<file path="src/rtl/chan_pkg.sv">
`default_nettype none
// ============================================================================
// chan_pkg : shared types and constants for the channel error injector
// Rev 1.0
// ============================================================================
package chan_pkg;

    typedef enum logic [1:0] {
        CH_OFF      = 2'd0,
        CH_PERIODIC = 2'd1,
        CH_RANDOM   = 2'd2,
        CH_BURST    = 2'd3
    } chan_mode_t;

    typedef enum logic {
        BS_IDLE  = 1'b0,
        BS_BURST = 1'b1
    } burst_state_t;

    // Fibonacci taps 16,14,13,11 expressed as bit indices 15,13,12,10
    localparam logic [15:0] LFSR_TAPS = 16'hB400;
    localparam int          CNT_W     = 32;

    function automatic logic [CNT_W-1:0] sat_add(input logic [CNT_W-1:0] a,
                                                 input logic [CNT_W-1:0] b);
        logic [CNT_W:0] sum;
        sum = {1'b0, a} + {1'b0, b};
        return sum[CNT_W] ? {CNT_W{1'b1}} : sum[CNT_W-1:0];
    endfunction

endpackage
`default_nettype wire

</file>
<file path="src/rtl/lfsr16.sv">
`default_nettype none
// ============================================================================
// lfsr16 : 16-bit Fibonacci LFSR with advance enable and synchronous clear
// Rev 1.0
// ============================================================================
module lfsr16
    import chan_pkg::*;
#(
    parameter logic [15:0] SEED = 16'hACE1
) (
    input  logic        clk,
    input  logic        rst,
    input  logic        adv,
    input  logic        clr,
    output logic [15:0] state
);
    // An all-zero state would lock up, so a zero seed is replaced by 1
    localparam logic [15:0] INIT = (SEED == 16'h0000) ? 16'h0001 : SEED;

    always_ff @(posedge clk or negedge rst) begin
        if (!rst) begin
            state <= INIT;
        end else if (clr) begin
            state <= INIT;
        end else if (adv) begin
            state <= {state[14:0], ^(state & LFSR_TAPS)};
        end
    end

endmodule
`default_nettype wire

</file>
<file path="src/rtl/channel_err_inj.sv">
`default_nettype none
// ============================================================================
// channel_err_inj : registers encoder symbols and flips masked bits in
// OFF / PERIODIC / RANDOM / BURST modes, with saturating BER counters. Rev 1.0
// ============================================================================
module channel_err_inj
    import chan_pkg::*;
#(
    parameter int          W         = 2,
    parameter int          N         = 4,
    parameter int          P         = 4,
    parameter int          BURST_LEN = 2,
    parameter int          WINDOW    = 256,
    parameter logic [15:0] SEED      = 16'hACE1
) (
    input  logic             clk,
    input  logic             rst,
    input  logic             valid_i,
    input  logic [W-1:0]     sym_i,
    input  logic [1:0]       mode_i,
    input  logic [W-1:0]     mask_i,
    input  logic             clear_i,
    output logic             valid_o,
    output logic [W-1:0]     sym_o,
    output logic             err_o,
    output logic [CNT_W-1:0] sym_ct_o,
    output logic [CNT_W-1:0] err_sym_ct_o,
    output logic [CNT_W-1:0] bad_bit_ct_o
);
    localparam logic [CNT_W-1:0] PER_THRESH = 32'((1 << P) - BURST_LEN);
    localparam logic [15:0]      RAND_MASK  = 16'((1 << N) - 1);

    logic [15:0]      lfsr;
    logic             accept;
    logic             rand_hit;
    logic             per_hit;
    logic             in_win;
    logic             trig;
    logic             inj;
    logic             flip;
    logic [CNT_W-1:0] mask_bits;
    chan_mode_t       mode;
    burst_state_t     bstate;
    logic [CNT_W-1:0] bc;

    assign mode     = chan_mode_t'(mode_i);
    assign accept   = valid_i && !clear_i;
    assign rand_hit = (lfsr & RAND_MASK) == 16'h0000;
    assign per_hit  = 32'(sym_ct_o[P-1:0]) >= PER_THRESH;
    assign in_win   = (WINDOW == 0) || (sym_ct_o < 32'(WINDOW));

    lfsr16 #(
        .SEED (SEED)
    ) u_lfsr (
        .clk   (clk),
        .rst   (rst),
        .adv   (accept),
        .clr   (clear_i),
        .state (lfsr)
    );

    always_comb begin
        trig = 1'b0;
        case (mode)
            CH_OFF:      trig = 1'b0;
            CH_PERIODIC: trig = per_hit;
            CH_RANDOM:   trig = rand_hit;
            CH_BURST:    trig = (bstate == BS_BURST) || rand_hit;
            default:     trig = 1'b0;
        endcase
    end

    assign inj  = accept && trig && in_win;
    assign flip = inj && (mask_i != '0);

    always_comb begin
        mask_bits = '0;
        for (int i = 0; i < W; i++) begin
            mask_bits = mask_bits + 32'(mask_i[i]);
        end
    end

    // Burst FSM keeps running past the window end; only the flips are gated
    always_ff @(posedge clk or negedge rst) begin
        if (!rst) begin
            bstate <= BS_IDLE;
            bc     <= '0;
        end else if (clear_i || mode != CH_BURST) begin
            bstate <= BS_IDLE;
            bc     <= '0;
        end else if (accept) begin
            case (bstate)
                BS_IDLE: begin
                    if (rand_hit) begin
                        bc <= 32'(BURST_LEN - 1);
                        if (BURST_LEN > 1) begin
                            bstate <= BS_BURST;
                        end
                    end
                end
                BS_BURST: begin
                    bc <= bc - 32'd1;
                    if (bc == 32'd1) begin
                        bstate <= BS_IDLE;
                    end
                end
                default: bstate <= BS_IDLE;
            endcase
        end
    end

    always_ff @(posedge clk or negedge rst) begin
        if (!rst) begin
            valid_o      <= 1'b0;
            sym_o        <= '0;
            err_o        <= 1'b0;
            sym_ct_o     <= '0;
            err_sym_ct_o <= '0;
            bad_bit_ct_o <= '0;
        end else begin
            valid_o <= valid_i;
            err_o   <= 1'b0;
            if (clear_i) begin
                sym_ct_o     <= '0;
                err_sym_ct_o <= '0;
                bad_bit_ct_o <= '0;
                if (valid_i) begin
                    sym_o <= sym_i;
                end
            end else if (valid_i) begin
                sym_o    <= sym_i ^ (inj ? mask_i : '0);
                err_o    <= flip;
                sym_ct_o <= sat_add(sym_ct_o, 32'd1);
                if (flip) begin
                    err_sym_ct_o <= sat_add(err_sym_ct_o, 32'd1);
                end
                if (inj) begin
                    bad_bit_ct_o <= sat_add(bad_bit_ct_o, mask_bits);
                end
            end
        end
    end

endmodule
`default_nettype wire

</file>
<file path="config.mk">
export PLATFORM = sky130hd
export DESIGN_NAME = channel_err_inj
export DESIGN_NICKNAME = d
export VERILOG_FILES = /design/src/rtl/chan_pkg.sv /design/src/rtl/lfsr16.sv /design/src/rtl/channel_err_inj.sv
export SDC_FILE = /design/constraint.sdc
export NUM_CORES = 1
export LEC_CHECK = 0
export BUFFER_PORTS_ARGS = -buffer_cell sky130_fd_sc_hd__buf_2
export CAP_MARGIN = 20
export CELL_PAD_IN_SITES_DETAIL_PLACEMENT = 1
export CELL_PAD_IN_SITES_GLOBAL_PLACEMENT = 1
export CORE_UTILIZATION = 48
export DETAILED_ROUTE_END_ITERATION = 7
export HOLD_SLACK_MARGIN = 0.08
export PLACE_DENSITY_LB_ADDON = 0.1
export SKIP_LAST_GASP = 1
export SYNTH_ARGS = -nofsm -noshare
export SYNTH_HDL_FRONTEND = slang
export SYNTH_SLANG_ARGS = --single-unit
</file>
<file path="constraint.sdc">
create_clock -name clk -period 5.3 [get_ports clk]
set_clock_uncertainty 0.15 [all_clocks]
set_input_delay 1.59 -clock clk [delete_from_list [all_inputs] [get_ports clk]]
set_output_delay 1.59 -clock clk [all_outputs]
set_load 0.005 [all_outputs]
</file>
### Yosys cells after proc, flatten, opt, wreduce, memory -nomap -nowiden

Index checks and enable logic that the tools add are counted.

* bitwise gates (word level): 2
* magnitude comparators: 2
* equality and inequality tests: 6
* muxes and demuxes: 29
* reduce and logical (&&, ||, !) cells: 19
* add/subtract/negate cells: 5

Operators by type and width (count)
* $mux 32: 14
* $add 32x1->33 const B: 2
* $pmux 32 s2: 1
* $add 32x2->33: 1
* $eq 32x1->1 const B: 1
* $lt 32x9->1 const B: 1
* $mux 16: 2
* $sub 32x1->32 const B: 1
* $logic_not 16->1: 1
* $reduce_xor 16->1: 1
* $reduce_bool 2->1: 6
* $mux 2: 4
* $mux 1: 6
* $reduce_and 2->1: 3
* $eq 2x2->1 const B: 2
* $ge 4x4->1 const B: 1
* $logic_and 1x1->1: 4
* $pmux 1 s4: 1
* $ne 3x3->1 const B: 1
* $add 1x1->2: 1
* $eq 2x1->1 const B: 1
* $logic_not 2->1: 1
* $logic_or 1x1->1: 2
* $ne 2x2->1 const B: 1
* other kinds (4): 4

* bits of input ports: 10
* output and inout bits: 100
* bits in registers: 149
* word-level logic and storage cells: 72

### Logic depth before layout (Yosys ltp)

* depth after elaboration: 9
* depth in mapped cells: 9
* mapped depth without buffers: 8

### By module

Synthesis repeated with hierarchy kept, for this count alone.

* cell total of the unflattened synthesis: 936
* area total of the unflattened synthesis: 8370.5 um^2

Modules (own cells, without submodules)
* channel_err_inj: area an instance 7666.1 um^2, cells each 881, instances 1
* lfsr16: area an instance 704.4 um^2, cells each 55, instances 1

### Least setup slack after synthesis

OpenSTA, ideal clock, no wires.

* kind: input to register
* from: in mask_i[0]
* to: reg bad_bit_ct_o[15]
* path buffers: 1
* stages on the path: 9
* arrival: 3.588 ns
* slack: 1.458 ns
* cells stage by stage: inv_1 > fa_1 > inv_1 > ha_1 > nand4_2 > nor4_1 > buf_2 > o21ai_0 > a221oi_1

* cells in the longest elaborated chain, start to end: 6

RTL lines
* start: declaration: RTL line channel_err_inj.sv:21 `input logic [W-1:0] mask_i,`
* $add 1x1->2: RTL line channel_err_inj.sv:79 `mask_bits = mask_bits + 32'(mask_i[i]);`
* $add 32x2->33: RTL line chan_pkg.sv:27 `sum = {1'b0, a} + {1'b0, b};`
* $mux 32: RTL line chan_pkg.sv:28 `return sum[CNT_W] ? {CNT_W{1'b1}} : sum[CNT_W-1:0];`
* $mux 32: RTL line channel_err_inj.sv:137 `if (inj) begin`
* $mux 32: RTL line channel_err_inj.sv:130 `end else if (valid_i) begin`
* $mux 32: RTL line channel_err_inj.sv:123 `if (clear_i) begin`
* end signal: assignment: RTL line channel_err_inj.sv:138 `bad_bit_ct_o <= sat_add(bad_bit_ct_o, mask_bits);`
* end: declaration: RTL line channel_err_inj.sv:28 `output logic [CNT_W-1:0] bad_bit_ct_o`

Every way passes these cells. The select of a mux whose other input is x is not followed.
A chain may end at the register's enable or synchronous reset.

### Final worst setup path

* from: in mask_i[0]
* to: reg bad_bit_ct_o[18]

The elaborated chain is that of the path after synthesis.

==> results.md <==
- Final Hold Vio Count: 0
- Fmax: 0.233 GHz
- Most frequent cells in the layout: dfrtp_1 (141), buf_2 (108), nor2_1 (98)
- Die area: 17900 um^2
- Worst-margin pin slew: 1090 ps
- DRT iter0 DRCs: 503
- WHS Path Cells: 1
- CP endpoint kind: register
- Initial antenna violation count: 0
- Hold Path Class: reg2reg
- Most frequent CP cell: inv_1
- Core Region: ~17000 um^2
- Yosys top cell area share: 0.423
- Fillers: roughly 2000
- IO buf count: 109
- Remaining DRCs: 0
- #FFs+latches synth: 149
- Combinational power share: 0.072
- Post-route cell area: 9700 um^2
- Gpl congestion: 0.834
- Share of power burned in registers: 0.438
- Cts hold-fix bufs: 0
- Synth warn: 0
- Post-synthesis cell type count: 72
- Delay-heaviest family, CP: simple AND/OR/NAND/NOR gates
- Max Slew Vio Count: 0
- Gr usage total: 0.297
- Yosys top cell by area: dfrtp_1
- Power per cell area: roughly 280 nW/um^2
- Cells after synthesis: 936
- TritonCTS clock tree: yes
- WP buf/inv: 4
- Global-route wire length before repair: 42.5 mm
- Slew HR: 0.273
- Startpoint type of the worst setup path: input pin
- Syn nets: 953
- Post_cts resized: 0
- P_sw: 0.000660 W
- Final Cycle Share: 0.810
- Clock-pin slew on the worst setup and hold paths: 60 ps
- WP data required: 5470 ps
- Sw Share: 0.245
- Drt total wl: between 20 and 30 mm
- Antenna Nets Post-Route: 0
- RSZ-0062 raised after global routing: no
- Fin Setup TNS: 0 ps
- Syn_area_per_cell: 8.91 um^2
- Total power draw: 0.00270 W
- Crit path time final: roughly 4300 ps
- Outcome: completed
- Vias in the first global route: between 8000 and 9000
- Pleak: about 4.4 nW
- First-pass iteration count of the detailed router: 4
- Initial Utilization: 0.497
- CP Cell Sequence: buf_2 -> inv_1 -> fa_1 -> inv_1 -> ha_1 -> nand4_2 -> nor4_2 -> buf_4 -> nor2_1 -> a311oi_1
- Place WS: 695 ps
- # diodes: 0
- Max incr delay on CP: 660 ps
- Worst reg2reg path depth: 9
- Sequential share of the synthesized area: 0.449
- Synth top area cells: dfrtp_1 (42%), o21ai_0 (4.9%), nor2_1 (4.4%)
- Area after DPL: about 9100 um^2
- Die Y-Extent: 134 um
- Die Wd: 134 um
- Final setup vio count: 0
- Worst path slowest cell: nor4_2
- Most common cell after layout, fill and taps aside: dfrtp_1
- Largest net degree at the start of global routing: 100
- Layout area overhead: 16.4%
- Max cap viols: 0
- CTS Buf Count: 17
- Ports: 110
- GRT overflow: 0
- Postcts setup bufs: 0
- Max FO, Critical Path: 17
- WP depth: 10
- Vias/cell: ~6.4
- Clock tree buffer depth: 2
- Worst vdd ir: between 0.2 and 0.3 mV
- Critical Setup Path Class: in2reg
- Post-Route Utilization: 0.579
- DR vias: 8096
- Number of synthesized flops with an enable pin: 0
- Main synth FF type: dfrtp_1
- Clock Root Buffer: clkbuf_16
- Dpl hpwl: approximately 17 mm
- Critical Path AT: 4460 ps
- Clock sinks: roughly 150
- Post-DR wirelength/cell: 20.6 um
- Cell area after synthesis: 8340 um^2
- Clock share of power: 0.490
- Cell internal pwr: 0.00204 W
- Clk_lat worst skew: ~430 ps
- H-tree levels: 4
- Share of layout cells above drive strength 1: 0.179
- Final worst slack: a little over 1000 ps
- Row count: 47
- Layout Nets: 1040
- Asr flop ratio synth: 1.00
[state kept, by name, summed over array words and instances, names as in the netlist, 2 cells and up]
name / count
sym_o: 2
bad_bit_ct_o: 32
sym_ct_o: 32
u_lfsr.state: 16
err_sym_ct_o: 32
bc: 32
[synthesized netlist by cell type, types with 3 or more instances]
cell type    n
nand4_1     21
nand2b_1     4
nor3_1      43
and2_1      11
buf_2        9
and4_1      15
and3_1      33
a221oi_1    19
nand4b_1     3
o21ai_0     81
o21a_1       5
dfstp_2      8
or4_1       15
o311a_1      3
nor2b_1      5
o311ai_0     3
nor4_1      30
nor2_1      98
nand2_1     61
a21oi_1     37
a41oi_1      6
buf_1        3
clkbuf_1    40
o211ai_1     5
or3_1       11
nand3_1     29
a31oi_1     27
a311oi_1    11
xnor2_1      6
inv_1       45
a31o_2       6
mux2i_1     19
ha_1         6
dfrtp_1    141
a41o_1       4
or2_2        4
o31ai_1      7
a211oi_1    18
[metal layers]
metal | track usage | share of wire | vias to the layer above
met3 | 0.0438 | 0.043 | 36
met2 | 0.490 | 0.48 | 215
met4 | 0.0833 | 0.014 | 0
li1 | - | - | 3714
met5 | 0 | 0 | -
met1 | 0.406 | 0.46 | 4131
[power groups by stage]
stage / sequential, W / combinational, W / clock (W)
after floorplan: 0.00119 / 0.000120 / 0
after global placement: 0.00120 / 0.000187 / 0
after detailed placement: 0.00120 / 0.000194 / 0
after CTS: 0.00118 / 0.000197 / 0.00133
after global routing: 0.00118 / 0.000215 / 0.00137
final: 0.00118 / 0.000195 / 0.00132
[area by class of cell]
class,instances,area [um^2],share of cell area
flip-flops and latches,149,3740,0.385
clock inverters,12,178,0.0183
inverters,47,176,0.0182
repair buffers,121,654,0.0674
well taps,220,275,0.0284
multi-input cells,687,4220,0.435
clock buffers,20,457,0.0471
[per-stage QoR]
step	std cells	hold slack, ps
2_1_floorplan	936	294
3_3_place_gp	1224	323
3_5_place_dp	1224	331
4_1_cts	1256	341
5_1_grt	1256	368
6_report	1256	335
[kinds of logic after synthesis]
kind of cell               Yosys count  share of synthesized area
and+or+nand+nor                    402                      0.261
AOI/OAI and AO/OA                  252                      0.201
DFF                                149                      0.449
buffers and inverters              100                     0.0473
muxes                               19                     0.0228
xor gates and xnor gates             7                    0.00736
adders and majority gates            7                     0.0114
[path summary, 6_finish.rpt]
check | start | endpoint | slack [ps]
max | mask_i[0] | bad_bit_ct_o[18] | 1010
min | bc[10] | bc[10] | 330
max reg2reg | bad_bit_ct_o[0] | bad_bit_ct_o[18] | 1880
min reg2reg | bc[10] | bc[10] | 330
max in group asynchronous | rst | u_lfsr.state[15] | 3020
min in group asynchronous | rst | bc[10] | 1130
Note: power is estimated with default switching activity, not from simulation.
